`src/rtl/conv_pkg.sv`:
```
// conv_pkg: pixel, position, window and column types shared by the convolution pipeline.
package conv_pkg;
   localparam int PIXEL_W      = 8;
   localparam int KERNEL_POS_W = 8;
   localparam int WINDOW_W     = 25 * PIXEL_W;
   typedef logic [PIXEL_W-1:0] pixel_t;
   typedef struct packed { logic w2, w1, e2, e1, n2, n1, s2, s1; } kernel_pos_t;
   typedef enum logic { PAD_ZERO, PAD_REPLICATE } pad_mode_t;
   typedef pixel_t [4:0][4:0] window_t;
   typedef struct packed { logic valid; kernel_pos_t pos; pixel_t [4:0] data; } col_t;
   typedef enum logic [1:0] { IDLE, FILL, RUN, FLUSH } win_state_t;
   function automatic pixel_t pad_px(pad_mode_t mode, logic pad, pixel_t keep, pixel_t src);
      return pad ? (mode == PAD_ZERO ? '0 : src) : keep;
   endfunction
endpackage

```
`src/rtl/conv_kernel_win_pad.sv`:
```
// conv_kernel_win_pad: fills out-of-frame rows, then columns, of a raw 5x5 window.
module conv_kernel_win_pad
   import conv_pkg::*;
#(
   parameter pad_mode_t PAD_MODE = PAD_ZERO
) (
   input  logic [WINDOW_W-1:0]     raw_i,
   input  logic [KERNEL_POS_W-1:0] pos_i,
   output logic [WINDOW_W-1:0]     win_o
);
   window_t raw, rows, win;
   kernel_pos_t p;
   always_comb begin
      raw = raw_i;
      p = pos_i;
      rows = raw;
      for (int k = 0; k < 5; k++) begin
         rows[0][k] = pad_px(PAD_MODE, p.n2 | p.n1, raw[0][k], p.n2 ? raw[2][k] : raw[1][k]);
         rows[1][k] = pad_px(PAD_MODE, p.n2, raw[1][k], raw[2][k]);
         rows[3][k] = pad_px(PAD_MODE, p.s2, raw[3][k], raw[2][k]);
         rows[4][k] = pad_px(PAD_MODE, p.s2 | p.s1, raw[4][k], p.s2 ? raw[2][k] : raw[3][k]);
      end
      // columns read the row-padded window so corners replicate correctly
      win = rows;
      for (int k = 0; k < 5; k++) begin
         win[k][0] = pad_px(PAD_MODE, p.w2 | p.w1, rows[k][0], p.w2 ? rows[k][2] : rows[k][1]);
         win[k][1] = pad_px(PAD_MODE, p.w2, rows[k][1], rows[k][2]);
         win[k][3] = pad_px(PAD_MODE, p.e2, rows[k][3], rows[k][2]);
         win[k][4] = pad_px(PAD_MODE, p.e2 | p.e1, rows[k][4], p.e2 ? rows[k][2] : rows[k][3]);
      end
      win_o = win;
   end
endmodule

```
`src/rtl/conv_kernel_win.sv`:
```
// conv_kernel_win: five-column sliding window with flush drain and boundary padding.
module conv_kernel_win
   import conv_pkg::*;
#(
   parameter pad_mode_t PAD_MODE = PAD_ZERO
) (
   input  logic                    clk,
   input  logic                    rst,
   input  logic [4:0]              colD_push_i,
   input  logic [KERNEL_POS_W-1:0] colD_pos_i,
   input  logic [5*PIXEL_W-1:0]    colD_data_i,
   input  logic                    flush_i,
   input  logic                    m_tready_i,
   output logic                    m_tvalid_o,
   output logic [WINDOW_W-1:0]     m_tdata_o,
   output logic [KERNEL_POS_W-1:0] m_tpos_o,
   output logic                    m_tuser_o,
   output logic                    m_tlast_o,
   output logic                    busy_o
);
   win_state_t state_q, state_d;
   col_t [4:0] col_q, col_d;
   logic       sent_q, sent_d;
   logic [1:0] bub_q, bub_d;
   logic       push, shift, bubble, done;
   col_t       in_col;
   window_t    raw;

   always_comb begin
      push = |colD_push_i;
      m_tvalid_o = col_q[2].valid & ~sent_q;
      // bubbles advance only once the current centre has been taken
      bubble = state_q == FLUSH && !bub_q[1] && !m_tvalid_o;
      done = state_q == FLUSH && bub_q[1] && !m_tvalid_o;
      shift = (push && state_q != FLUSH) || bubble;
      in_col = state_q == FLUSH ? '0 : {1'b1, colD_pos_i, colD_data_i};
      col_d = done ? '0 : shift ? {in_col, col_q[4:1]} : col_q;
      sent_d = !shift && (sent_q || (m_tvalid_o && m_tready_i));
      bub_d = state_q == FLUSH ? bub_q + {1'b0, bubble} : 2'd0;
      case (state_q)
         IDLE:    state_d = push ? FILL : IDLE;
         FILL:    state_d = push && col_q[3].valid ? RUN : FILL;
         RUN:     state_d = flush_i ? FLUSH : RUN;
         FLUSH:   state_d = done ? IDLE : FLUSH;
         default: state_d = IDLE;
      endcase
      for (int i = 0; i < 5; i++)
         for (int j = 0; j < 5; j++)
            raw[i][j] = col_q[j].data[i];
      m_tpos_o = col_q[2].pos;
      m_tuser_o = col_q[2].valid & col_q[2].pos.n2 & col_q[2].pos.w2;
      m_tlast_o = col_q[2].valid & col_q[2].pos.e2;
      busy_o = state_q == FLUSH;
   end

   always_ff @(posedge clk) begin
      if (rst) begin
         state_q <= IDLE;
         col_q <= '0;
         sent_q <= 1'b0;
         bub_q <= 2'd0;
      end else begin
         state_q <= state_d;
         col_q <= col_d;
         sent_q <= sent_d;
         bub_q <= bub_d;
      end
   end

   always_ff @(posedge clk) begin
      if (!rst && push) begin
         assert (m_tready_i);
         assert (state_q != FLUSH);
      end
   end

   conv_kernel_win_pad #(.PAD_MODE(PAD_MODE)) u_pad (
      .raw_i(raw),
      .pos_i(m_tpos_o),
      .win_o(m_tdata_o)
   );
endmodule
```
`config.mk`:
```
export PLATFORM = sky130hd
export DESIGN_NAME = conv_kernel_win
export DESIGN_NICKNAME = d
export VERILOG_FILES = /design/src/rtl/conv_pkg.sv /design/src/rtl/conv_kernel_win_pad.sv /design/src/rtl/conv_kernel_win.sv
export SDC_FILE = /design/constraint.sdc
export NUM_CORES = 1
export LEC_CHECK = 0
export BUFFER_PORTS_ARGS = -buffer_cell sky130_fd_sc_hd__buf_2
export CORE_ASPECT_RATIO = 2
export CORE_MARGIN = 4
export CORE_UTILIZATION = 52
export DETAILED_ROUTE_END_ITERATION = 8
export PLACE_DENSITY = 0.79
export SYNTH_ARGS = -nofsm -noshare
export SYNTH_HDL_FRONTEND = slang
export SYNTH_SLANG_ARGS = --single-unit
export TNS_END_PERCENT = 100
```
`constraint.sdc`:
```
create_clock -name clk -period 2.9 [get_ports clk]
set_input_delay 0.87 -clock clk [delete_from_list [all_inputs] [get_ports clk]]
set_output_delay 0.87 -clock clk [all_outputs]
set_load 0.1 [all_outputs]
```
Word-level counts from Yosys, hierarchy flattened
Index checks and enable logic that the tools add are counted.
Word-level totals
  register bits: 232
  bits of input ports: 57
  output and inout port bits: 212
  word-level logic and storage cells: 133
Cells by class
  $add $sub $neg: 1
  equality and inequality tests: 4
  muxes and demuxes: 46
  bitwise gates (word level): 10
  reductions and logical operators: 17
Operators by type and width (number)
  2-to-1 mux 8 bit: 40
  2-to-1 mux 49 bit: 1
  logical AND 1 bit: 8
  one-hot mux 2 bit (4 select lines): 1
  OR reduction 5 bit: 1
  AND 1 bit: 4
  equality test 2 bit, second input constant: 2
  2-to-1 mux 2 bit: 2
  OR 1 bit: 4
  OR reduction 2 bit: 2
  zero test 1 bit: 3
  adder 2 x 1 -> 2 bit: 1
  equality test 2 x 1 -> 1 bit, second input constant: 1
  zero test 2 bit: 1
  logical OR 1 bit: 2
  2-to-1 mux 1 bit: 2
  inequality test 2 bit, second input constant: 1
  inverter 1 bit: 2

Logic depth before layout (Yosys ltp)
Gate-level depths: netlist (run 1).
  depth in word-level cells: 7
  depth in mapped cells: 7
  depth with buffers taken out: 6

By module
From an unflattened synthesis (run 1), not the netlist that was laid out.
Unflattened totals
  cell total of the unflattened synthesis: 1136
  area, all modules: 9907.0 µm²
Modules (own cells, without submodules)
  conv_kernel_win: times used 1, cells each 908, area each 8430.6 µm², sequential area each 4644.5 µm²
  conv_kernel_win_pad: times used 1, cells each 228, area each 1476.4 µm², sequential area each 0.0 µm²

Least setup slack after synthesis (run 1)
Ideal clock, no wire load.
  path kind: register -> output
  from: register col_q (netlist bit m_tpos_o[3])
  to: output port m_tdata_o[56]
  data arrival time: 2.005 ns
  data required time: 2.030 ns
  slack: 0.025 ns
  stages on the path, launching flop included: 4
  buffers on the path: 2
  cell sequence: dfxtp_1 > clkbuf_1 > clkbuf_1 > nor2b_1
Between the ends
  word-level cells in the longest chain between the ends: 1
Ends and longest elaborated chain
  start: declaration: RTL line conv_kernel_win.sv:22  | col_t [4:0] col_q, col_d;
  start signal: assignment: RTL line conv_kernel_win.sv:64  | col_q <= col_d;
  2-to-1 mux 8 bit: RTL line conv_pkg.sv:13  | return pad ? (mode == PAD_ZERO ? '0 : src) : keep;
  end: declaration: RTL line conv_kernel_win.sv:15  | output logic [WINDOW_W-1:0] m_tdata_o,
Every way passes these cells.

Worst setup path after layout (run 1)
  from: register col_q (netlist bit m_tpos_o[3])
  to: output port m_tuser_o
Between the ends
  word-level cells in the longest chain between the ends: 2
Ends and longest elaborated chain
  AND 1 bit (2 in a row): RTL line conv_kernel_win.sv:51  | m_tuser_o = col_q[2].valid & col_q[2].pos.n2 & col_q[2].pos.w2;
  end: declaration: RTL line conv_kernel_win.sv:17  | output logic m_tuser_o,
Every way passes these cells.

==> impl_metrics.py, run 1 <==
metrics = {
    "clocking": {
        "cts_made_buffers": 20,
        "clock_tree.root_cell": "sky130_fd_sc_hd__clkbuf_16",
        "post-cts-setup-buffers": 0,
        "tritoncts_clock_tree": "built",
        "clkLatencyLatePin_ps": 490,
        "clk_pin_slew_worst_setup_hold_paths_ps": 70,
        "cts-hold-fix-buffers": 0,
        "clock_sinks": 232,
        "cts.htree.levels": 1,
        "maximum_buffer_depth_of_the_clock_tree": 3,
    },
    "synth": {
        "synth_xor_area_share_pct": 0.08958,
        "synth_adder_area_share_pct": 0.1280,
        "synthSimpleGateAreaFrac_pct": 26.66,
        "synth_largest_type_area_fraction_pct": 47.50,
        "mapped_cells": 1136,
        "asyncSetResetFlopFracSynth_pct": 0,
        "synth_edf_count": 0,
        "multiplexer_share_of_the_synthesized_area_pct": 8.190,
        "ys_ff_latch": 232,
        "post_synth.cell_area_avg_um2": 8.606,
        "yosys.cell_types.count": 35,
        "most_used_flip_flop_cell_after_synthesis": "sky130_fd_sc_hd__dfxtp_1",
        "synth.yosys.warnings": 0,
        "dominant_combinational_cell_family_by_area_after_synthesis": "simple AND/OR/NAND/NOR gates",
        "seq_area_frac_synth_pct": 47.50,
        "post_synthesis_instance_area_um2": 9777,
        "ys_top_cells_by_area": "sky130_fd_sc_hd__dfxtp_1, sky130_fd_sc_hd__and2_1, sky130_fd_sc_hd__mux2i_1",
        "synth_top_area_cell": "sky130_fd_sc_hd__dfxtp_1",
        "synth-compound-area-share_pct": 11.77,
        "synth_fp_nets": 1194,
    },
    "floorplanning": {
        "ios": 269,
        "width_of_the_die_um": 105.0,
        "core-area_um2": 18390,
        "die_area_um2": 21190,
        "initial_core_utilization_pct": 53.16,
        "die_h_um": 201.9,
        "rows": 70,
    },
    "setup_path": {
        "reg2regPathDepth": 6,
        "critPathLaunch": "m_tpos_o[3]",
        "critical_path_start_end_classification": "flip-flop to output pin",
        "worst-path-max-fanout": 10,
        "r2r-end": "sent_q",
        "critPathRequiredTime_ps": 2030,
        "critPathLaunchType": "flip-flop",
        "worstPathArrival_ps": 1970,
        "rr_startpoint": "col_q[146]",
        "worstSetupEndpointType": "output pin",
        "r2r_slack_ps": 620,
    },
    "finish": {
        "final_cell_mix": "sky130_fd_sc_hd__dfxtp_1, sky130_fd_sc_hd__nand2_1, sky130_fd_sc_hd__buf_12, sky130_fd_sc_hd__and2_1, sky130_fd_sc_hd__buf_2",
        "layout-drive-gt1-share_pct": 25.94,
        "diodes": 0,
        "most_common_library_cell_in_the_layout_ignoring_fill_and_taps": "sky130_fd_sc_hd__dfxtp_1",
        "final_core_utilization_pct": 76.93,
        "fin_nets": 1401,
        "syn2layout_area_growth_pct": 44.71,
    },
    "detailed_routing": {
        "drc": 0,
        "dr_total_vias": 9002,
        "drc_marker_count_from_the_first_detailed_route_iteration": 521,
        "ant_nets": 0,
        "wire_length_after_detailed_routing_um": 29980,
        "route.detailed.wl_per_inst_um": 19.06,
        "drt-pass1-iter-count": 5,
        "vias_per_cell": 5.723,
    },
    "place": {
        "dp_hpwl_um": 21440,
        "portBuffers": 268,
        "place_congestion": 0.9063,
        "dpl_worst_slack_ps": 153.4,
    },
    "global_route": {
        "grt.total_usage_pct": 26.98,
        "maximum_number_of_pins_on_one_net_before_global_route_repair": 103,
        "number_of_global_route_vias_before_repair": 8964,
        "global_route.overflow_total": 0,
        "antenna_found_initial": 0,
        "grt_first_pass_wirelength_um": 46880,
    },
    "sta": {
        "max_freq_mhz": 352.6,
        "timing.final.hold_violations": 0,
        "maxSlewViolCount": 0,
        "finalSetupViolCount": 0,
        "setup_slack_ps": 64.08,
        "worst_clock_skew_ps": 6.791,
        "tightest_slew_ps": 540.9,
        "fin_tns_setup_ps": 0,
        "grt_setup_unrepaired": "no",
        "period_needed_ps": 2836,
        "final_min_period_over_clock_period_pct": 97.79,
        "max_slew_margin_pct": 64.19,
    },
    "hold_path": {
        "whs_endpoint": "col_q[30]",
        "min-delay-path-class": "flip-flop to flip-flop",
        "worstHoldStart": "col_q[30]",
        "hold-path-cell-count": 2,
    },
    "job": {
        "max-cap-violations": 0,
    },
    "power_and_ir_drop": {
        "ir_drop_uv": 605.7,
        "power.density_cell_area_nw_per_um2": 576.9,
        "fin_total_pwr_w": 0.008163,
        "leakagePower_nw": 5.950,
    },
    "run_status": {
        "run_status": "finished clean",
    },
}
==> repair_timing <==
| action | 4_1_cts | 5_1_grt |
|---|---|---|
| resized for setup | 1 | 7 |
| setup endpoints to repair | 8 | 27 |
| hold endpoints to repair | 0 | 0 |
| gates cloned | 0 | 0 |
==> critical path, stage by stage, from the launching register on <==
cell and delay (ps):
sky130_fd_sc_hd__dfxtp_1 580, sky130_fd_sc_hd__buf_4 260, sky130_fd_sc_hd__and3_1 190, sky130_fd_sc_hd__buf_2 440
==> layout make-up <==
| type | count | area (um2) |
|---|---|---|
| well taps | 216 | 270.3 |
| multi-input cells | 786 | 4646 |
| clock buffers | 28 | 611.8 |
| clock inverters | 8 | 115.1 |
| flip-flops and latches | 232 | 4648 |
| inverters | 3 | 11.26 |
| repair buffers | 300 | 3846 |
| fillers | 1182 | 4244 |
==> where the power goes <==
part,switching (W),internal [W],total (W),leakage [nW]
clock,0.00116,0.00174,0.00290,0.365
sequential,0.0000816,0.00331,0.00340,1.90
combinational,0.00132,0.000549,0.00187,3.69
==> sequential cells by signal, summed over array words and instances (netlist names) <==
register  flops
bub_q         2
sent_q        1
m_tpos_o      8
col_q       219
state_q       2
==> stage by stage <==
stage	cells	area [um2]	hold slack, ps
after floorplan	1136	9777	438.2
after global placement	1537	13400	449.9
after detailed placement	1537	13400	462.4
after CTS	1573	14130	472.1
after global routing	1573	14150	478.4
final	1573	14150	467.3
==> cells in the mapped netlist, types with 4 or more instances <==
master / count
sky130_fd_sc_hd__dfxtp_1: 232
sky130_fd_sc_hd__nand2_1: 182
sky130_fd_sc_hd__and2_1: 130
sky130_fd_sc_hd__o21ai_0: 98
sky130_fd_sc_hd__clkbuf_1: 81
sky130_fd_sc_hd__mux2i_1: 80
sky130_fd_sc_hd__a21oi_1: 49
sky130_fd_sc_hd__nand4_1: 49
sky130_fd_sc_hd__o211ai_1: 49
sky130_fd_sc_hd__nand3_1: 48
sky130_fd_sc_hd__and3_1: 33
sky130_fd_sc_hd__nor2b_1: 32
sky130_fd_sc_hd__buf_4: 20
sky130_fd_sc_hd__nor3_1: 12
sky130_fd_sc_hd__nor2_1: 9
sky130_fd_sc_hd__buf_2: 7
sky130_fd_sc_hd__buf_1: 4
==> per-layer routing <==
| metal | track usage [%] | routed length, um | up-vias |
|---|---|---|---|
| li1 | - | - | 4315 |
| met1 | 30.75 | 11170 | 4226 |
| met2 | 47.93 | 15430 | 367 |
| met3 | 3.228 | 1456 | 94 |
| met4 | 15.67 | 1922 | 0 |
| met5 | 0 | 0 | - |
==> worst max-delay path by stage <==
stage               endpoint  slack, ps
6_report           m_tuser_o         60
5_1_grt        m_tdata_o[52]          4
4_1_cts            m_tlast_o          1
3_5_place_dp      col_q[166]        150
3_3_place_gp      col_q[166]        160
2_1_floorplan  m_tdata_o[56]         30
==> cell families (layout without fill, tap and decap cells) <==
logic type | count (synthesis) | in the layout
compound gates | 202 | 202
xor+xnor | 1 | 1
fa+ha+maj | 1 | 1
buf+inv | 118 | 339
flops | 232 | 232
mux | 80 | 80
simple gates | 502 | 502
(Power assumes the default switching activity.)
==> run 2: changes to the inputs <==
- ABC_AREA: default -> 1
- CORE_UTILIZATION: 52 -> 54
- PLACE_DENSITY: 0.79 -> 0.8
==> impl_metrics.py, run 2 <==
metrics = {
    "synth": {
        "asyncSetResetFlopFracSynth_pct": 0,
        "synth_largest_type_area_fraction_pct": 41.55,
        "synth_top_area_cell": "sky130_fd_sc_hd__dfxtp_1",
        "post_synth.cell_area_avg_um2": 6.590,
        "multiplexer_share_of_the_synthesized_area_pct": 0,
        "post-synth-top-count-cell": "sky130_fd_sc_hd__nor2_1",
        "seq_area_frac_synth_pct": 41.55,
        "synth_edf_count": 0,
        "post_synth_most_frequent_cells": "sky130_fd_sc_hd__nor2_1, sky130_fd_sc_hd__nand3_1, sky130_fd_sc_hd__dfxtp_1",
        "synth_xor_area_share_pct": 0.07836,
        "yosys.cell_types.count": 22,
        "mapped_cells": 1696,
        "synth_adder_area_share_pct": 0.1119,
        "post_synthesis_instance_area_um2": 11180,
        "ys_top_cells_by_area": "sky130_fd_sc_hd__dfxtp_1, sky130_fd_sc_hd__nand3_1, sky130_fd_sc_hd__nor2_1",
        "synth-compound-area-share_pct": 10.39,
        "synth.yosys.warnings": 0,
        "synthSimpleGateAreaFrac_pct": 33.52,
        "most_used_flip_flop_cell_after_synthesis": "sky130_fd_sc_hd__dfxtp_1",
        "dominant_combinational_cell_family_by_area_after_synthesis": "simple AND/OR/NAND/NOR gates",
        "ys_ff_latch": 232,
        "synth_fp_nets": 1754,
    },
    "clocking": {
        "clock_sinks": 232,
        "cts_made_buffers": 20,
        "cts-hold-fix-buffers": 0,
        "post-cts-setup-buffers": 0,
        "count_of_instances_resized_after_the_clock_tree_is_built": 22,
        "clk_pin_slew_worst_setup_hold_paths_ps": 60,
        "tritoncts_clock_tree": "built",
        "maximum_buffer_depth_of_the_clock_tree": 3,
        "clock_tree.root_cell": "sky130_fd_sc_hd__clkbuf_16",
        "cts.htree.levels": 1,
        "clkLatencyLatePin_ps": 500,
    },
    "power_and_ir_drop": {
        "power.density_cell_area_nw_per_um2": 596.5,
        "ir_drop_uv": 489.0,
        "leakagePower_nw": 6.340,
    },
    "finish": {
        "fillCellCount": 1708,
        "top_register": "col_q",
        "count_of_non_filler_cells_in_the_finished_layout": 2139,
        "area_of_the_multi_input_gates_um2": 5301,
        "largest_reg_flops": 219,
        "final_cell_mix": "sky130_fd_sc_hd__nand3_1, sky130_fd_sc_hd__nor2_1, sky130_fd_sc_hd__dfxtp_1, sky130_fd_sc_hd__a21oi_1, sky130_fd_sc_hd__nand2_1",
        "most_common_library_cell_in_the_layout_ignoring_fill_and_taps": "sky130_fd_sc_hd__nand3_1",
        "fin_nets": 1918,
        "layout-drive-gt1-share_pct": 23.12,
        "syn2layout_area_growth_pct": 27.78,
        "diodes": 0,
        "regArea_um2": 4644,
    },
    "global_route": {
        "grt_most_used_layer": "met2",
        "antenna_found_initial": 0,
        "grtUsageMet3_pct": 2.899,
        "number_of_global_route_vias_before_repair": 10320,
        "global_route.overflow_total": 0,
        "grtUsageMet2_pct": 47.37,
        "grt_first_pass_wirelength_um": 51510,
        "grtUsageMet1_pct": 33.38,
        "maximum_number_of_pins_on_one_net_before_global_route_repair": 185,
        "grt.total_usage_pct": 27.81,
    },
    "detailed_routing": {
        "vias_per_cell": 5.274,
        "drc": 0,
        "route.detailed.wl_per_inst_um": 15.66,
        "dr_total_vias": 11280,
        "drc_marker_count_from_the_first_detailed_route_iteration": 800,
        "drt-pass1-iter-count": 5,
        "ant_nets": 0,
        "wire_length_after_detailed_routing_um": 33500,
    },
    "floorplanning": {
        "initial_core_utilization_pct": 54.87,
        "die_area_um2": 23200,
        "die_h_um": 211.5,
        "rows": 74,
        "ios": 269,
        "core-area_um2": 20370,
        "width_of_the_die_um": 109.7,
    },
    "setup_path": {
        "critPathLaunch": "m_tpos_o[7]",
        "worstSetupEndpointType": "output pin",
        "worstPathArrival_ps": 2000,
        "rr_startpoint": "state_q[0]",
        "slowest_stage": "sky130_fd_sc_hd__nand2_1",
        "critPathLaunchType": "flip-flop",
        "crit_path_cells": "nor2_1 > nand2_1 > nor2_2 > buf_12",
        "critPathRequiredTime_ps": 2030,
        "timing.critical_path.slowest_cell_delay_ps": 390,
        "worst-path-max-fanout": 8,
        "critical_path_start_end_classification": "flip-flop to output pin",
    },
    "place": {
        "placedCellCount": 2104,
        "portBuffers": 268,
        "place_congestion": 0.8562,
        "dp_hpwl_um": 22940,
        "dpl_worst_slack_ps": 373.8,
    },
    "sta": {
        "max_freq_mhz": 348.2,
        "fin_tns_setup_ps": 0,
        "finalSetupViolCount": 0,
        "worst_clock_skew_ps": 8.474,
        "tightest_slew_ps": 763.0,
        "final.hold.worst_slack_ps": 478.1,
        "grt_setup_unrepaired": "yes",
        "maxSlewViolCount": 0,
        "max_slew_margin_pct": 49.13,
        "period_needed_ps": 2872,
        "setup_slack_ps": 27.78,
        "final_min_period_over_clock_period_pct": 99.04,
        "timing.final.hold_violations": 0,
    },
    "hold_path": {
        "min-delay-path-class": "flip-flop to flip-flop",
        "worstHoldStart": "col_q[237]",
    },
    "job": {
        "max-cap-violations": 0,
    },
    "run_status": {
        "run_status": "finished clean",
    },
}
[run 2: critical path, delay by kind of cell, from the launching register on]
kind	cells	cell delay (ps)
and+or+nand+nor	3	900
buffers and inverters	1	210
DFF	1	380
[run 2: logic make-up (layout without fill, tap and decap cells)]
family / after synthesis / after routing
simple gates: 874 / 874
buf+inv: 356 / 533
compound gates: 232 / 232
flops: 232 / 232
fa+ha+maj: 1 / 1
xor+xnor: 1 / 1
[run 2: final cells by class]
| class | count | share of cell area (%) |
|---|---|---|
| multi-input cells | 1108 | 37.12 |
| flip-flops and latches | 232 | 32.52 |
| repair buffers | 297 | 18.05 |
| inverters | 201 | 5.318 |
| clock buffers | 30 | 4.126 |
| well taps | 266 | 2.330 |
| clock inverters | 5 | 0.5431 |
[run 2: report_power, final]
part | total (W) | internal (W) | switching (W)
Combinational | 0.00231 | 0.000512 | 0.00180
Clock | 0.00277 | 0.00159 | 0.00118
Sequential | 0.00344 | 0.00335 | 0.0000949
[run 2: per-stage QoR]
stage	utilization, %	instance area, um2	total power (W)
finish	70.12	14280	0.008519
CTS	69.33	14120	0.008520
global placement	65.75	13390	0.005748
detailed placement	65.75	13390	0.005774
global route	70.12	14280	0.008797
floorplan	-	11460	0.005285
[run 2: final timing paths]
check                           cells past startpoint  slack [ps]       endpoint
worst min-delay path                                2         480     col_q[188]
worst min register to register                      2         480     col_q[188]
worst max-delay path                                4          30  m_tdata_o[11]
worst max register to register                      7         760     col_q[109]
[run 2: routing by layer]
layer  up-vias  routed length, um  share of wire [%]
met2       472              16640                 50
li1       5666                  -                  -
met3       106               2009                6.0
met1      5037              12670                 38
met4         0               2183                6.5
met5         -                  0                  0
==> run 3: changes to the inputs <==
- CORE_UTILIZATION: 54 -> 58
- PLACE_DENSITY: 0.8 -> 0.86
- clock period: 2.9 -> 3.5 ns (I/O delays scaled with it)
==> impl_metrics.py, run 3 (same netlist as run 2, synthesis figures left out) <==
metrics = {
    "place": {
        "dp_hpwl_um": 22610,
        "dpl_worst_slack_ps": 727.1,
        "placedCellCount": 2088,
        "place_congestion": 0.8628,
        "portBuffers": 268,
    },
    "clocking": {
        "post-cts-setup-buffers": 0,
        "clock_tree.root_cell": "sky130_fd_sc_hd__clkbuf_16",
        "tritoncts_clock_tree": "built",
        "maximum_buffer_depth_of_the_clock_tree": 3,
        "cts-hold-fix-buffers": 0,
        "clkLatencyLatePin_ps": 490,
        "cts.htree.levels": 1,
        "cts_made_buffers": 20,
        "clock_sinks": 232,
        "clk_pin_slew_worst_setup_hold_paths_ps": 70,
        "count_of_instances_resized_after_the_clock_tree_is_built": 0,
    },
    "finish": {
        "layout-drive-gt1-share_pct": 19.42,
        "count_of_non_filler_cells_in_the_finished_layout": 2124,
        "top_register": "col_q",
        "syn2layout_area_growth_pct": 20.31,
        "most_common_library_cell_in_the_layout_ignoring_fill_and_taps": "sky130_fd_sc_hd__nor2_1",
        "largest_reg_flops": 219,
        "fin_nets": 1913,
        "final_cell_mix": "sky130_fd_sc_hd__nor2_1, sky130_fd_sc_hd__nand3_1, sky130_fd_sc_hd__buf_2, sky130_fd_sc_hd__dfxtp_1, sky130_fd_sc_hd__a21oi_1",
        "diodes": 0,
    },
    "setup_path": {
        "slowest_stage": "sky130_fd_sc_hd__nand2_1",
        "critPathLaunch": "m_tpos_o[1]",
        "r2r_slack_ps": 1220,
        "cpLargestDelayFamily": "buffers and inverters",
        "timing.critical_path.slowest_cell_delay_ps": 370,
        "worstSetupEndpointType": "output pin",
        "critPathLaunchType": "flip-flop",
        "critPathRequiredTime_ps": 2450,
        "worst-path-max-fanout": 18,
        "rr_startpoint": "state_q[0]",
        "r2r-end": "col_q[186]",
        "reg2regPathDepth": 6,
        "critical_path_start_end_classification": "flip-flop to output pin",
        "count_of_buffering_cells_on_the_critical_path_with_inverters_included": 3,
        "worstPathArrival_ps": 2250,
        "crit_path_cells": "clkinv_1 > nand2_1 > buf_4 > nor3b_1 > buf_2",
    },
    "detailed_routing": {
        "wire_length_after_detailed_routing_um": 32860,
        "vias_per_cell": 5.329,
        "drc_marker_count_from_the_first_detailed_route_iteration": 918,
        "drc": 0,
        "drt-pass1-iter-count": 6,
        "ant_nets": 0,
        "dr_total_vias": 11320,
        "route.detailed.wl_per_inst_um": 15.47,
    },
    "floorplanning": {
        "ios": 269,
        "core-area_um2": 18920,
        "width_of_the_die_um": 106.2,
        "rows": 71,
        "die_h_um": 204.3,
        "die_area_um2": 21690,
        "initial_core_utilization_pct": 59.07,
    },
    "power_and_ir_drop": {
        "fin_total_pwr_w": 0.007104,
        "ir_drop_uv": 480.4,
        "power.density_cell_area_nw_per_um2": 528.3,
        "leakagePower_nw": 6.306,
    },
    "sta": {
        "timing.final.hold_violations": 0,
        "max_slew_margin_pct": 45.79,
        "maxSlewViolCount": 0,
        "finalSetupViolCount": 0,
        "fin_tns_setup_ps": 0,
        "period_needed_ps": 3305,
        "final_min_period_over_clock_period_pct": 94.42,
        "grt_setup_unrepaired": "no",
        "setup_slack_ps": 195.3,
        "worst_clock_skew_ps": 9.951,
        "max_freq_mhz": 302.6,
        "tightest_slew_ps": 810.3,
    },
    "global_route": {
        "antenna_found_initial": 0,
        "global_route.overflow_total": 0,
        "grt.total_usage_pct": 28.92,
        "number_of_global_route_vias_before_repair": 10330,
        "grt_first_pass_wirelength_um": 51320,
        "maximum_number_of_pins_on_one_net_before_global_route_repair": 118,
    },
    "hold_path": {
        "min-delay-path-class": "flip-flop to flip-flop",
        "hold-path-cell-count": 2,
        "worstHoldStart": "col_q[70]",
        "whs_endpoint": "col_q[21]",
    },
    "job": {
        "max-cap-violations": 0,
    },
    "run_status": {
        "run_status": "finished clean",
    },
}
-- run 3: changes by cell type in the layout (fill, tap and decap cells not counted), moves of 4 or more --
cell,delta
sky130_fd_sc_hd__nor3_4,-4
sky130_fd_sc_hd__nand2_1,+4
sky130_fd_sc_hd__buf_4,-21
sky130_fd_sc_hd__buf_12,-32
sky130_fd_sc_hd__buf_2,+90
sky130_fd_sc_hd__nor2_2,-65
sky130_fd_sc_hd__clkbuf_4,-38
sky130_fd_sc_hd__nor2_1,+65
-- run 3: where the power goes --
group / switching (W) / internal [W]
registers: 0.0000818 / 0.00278
clock network: 0.000986 / 0.00147
logic: 0.00145 / 0.000345
total: 0.00252 / 0.00459
-- run 3: tightest hold or removal path: cells and delay by family (launching register included) --
| kind | cells | cell delay [ps] |
|---|---|---|
| flops | 1 | 320 |
| simple gates | 1 | 80 |
| compound gates | 1 | 40 |
-- run 3: metal layers --
metal  GRT usage (%)  wire length [um]  vias to the layer above
met3           2.972              1860                      116
met1           34.34             12510                     5051
met2           49.73             16270                      490
li1                -                 -                     5661
met4           17.60              2217                        0
met5               0                 0                        -
-- run 3: per-stage QoR --
stage | instance area (um2) | util [%] | hold WS [ps]
2_1_floorplan | 11310 | - | 442.3
3_3_place_gp | 12710 | 67.19 | 454.0
3_5_place_dp | 12710 | 67.19 | 465.8
4_1_cts | 13450 | 71.06 | 481.4
5_1_grt | 13450 | 71.06 | 488.3
6_report | 13450 | 71.06 | 478.3
-- run 3: area by class of cell --
cell class	count	area [um2]
clock buffers	27	578.1
multi-input cells	1108	5099
repair buffers	292	1892
well taps	255	319.1
fillers	1584	5475
clock inverters	9	155.1
flip-flops and latches	232	4644
inverters	201	759.5
-- run 3: worst max path at each step --
stage | endpoint | slack (ps) | depth (start not counted)
floorplan | m_tdata_o[195] | -570 | 4
global placement | m_tdata_o[168] | 780 | 4
detailed placement | m_tdata_o[194] | 730 | 5
CTS | m_tdata_o[194] | 190 | 5
global route | m_tdata_o[198] | 100 | 5
finish | m_tdata_o[194] | 200 | 5
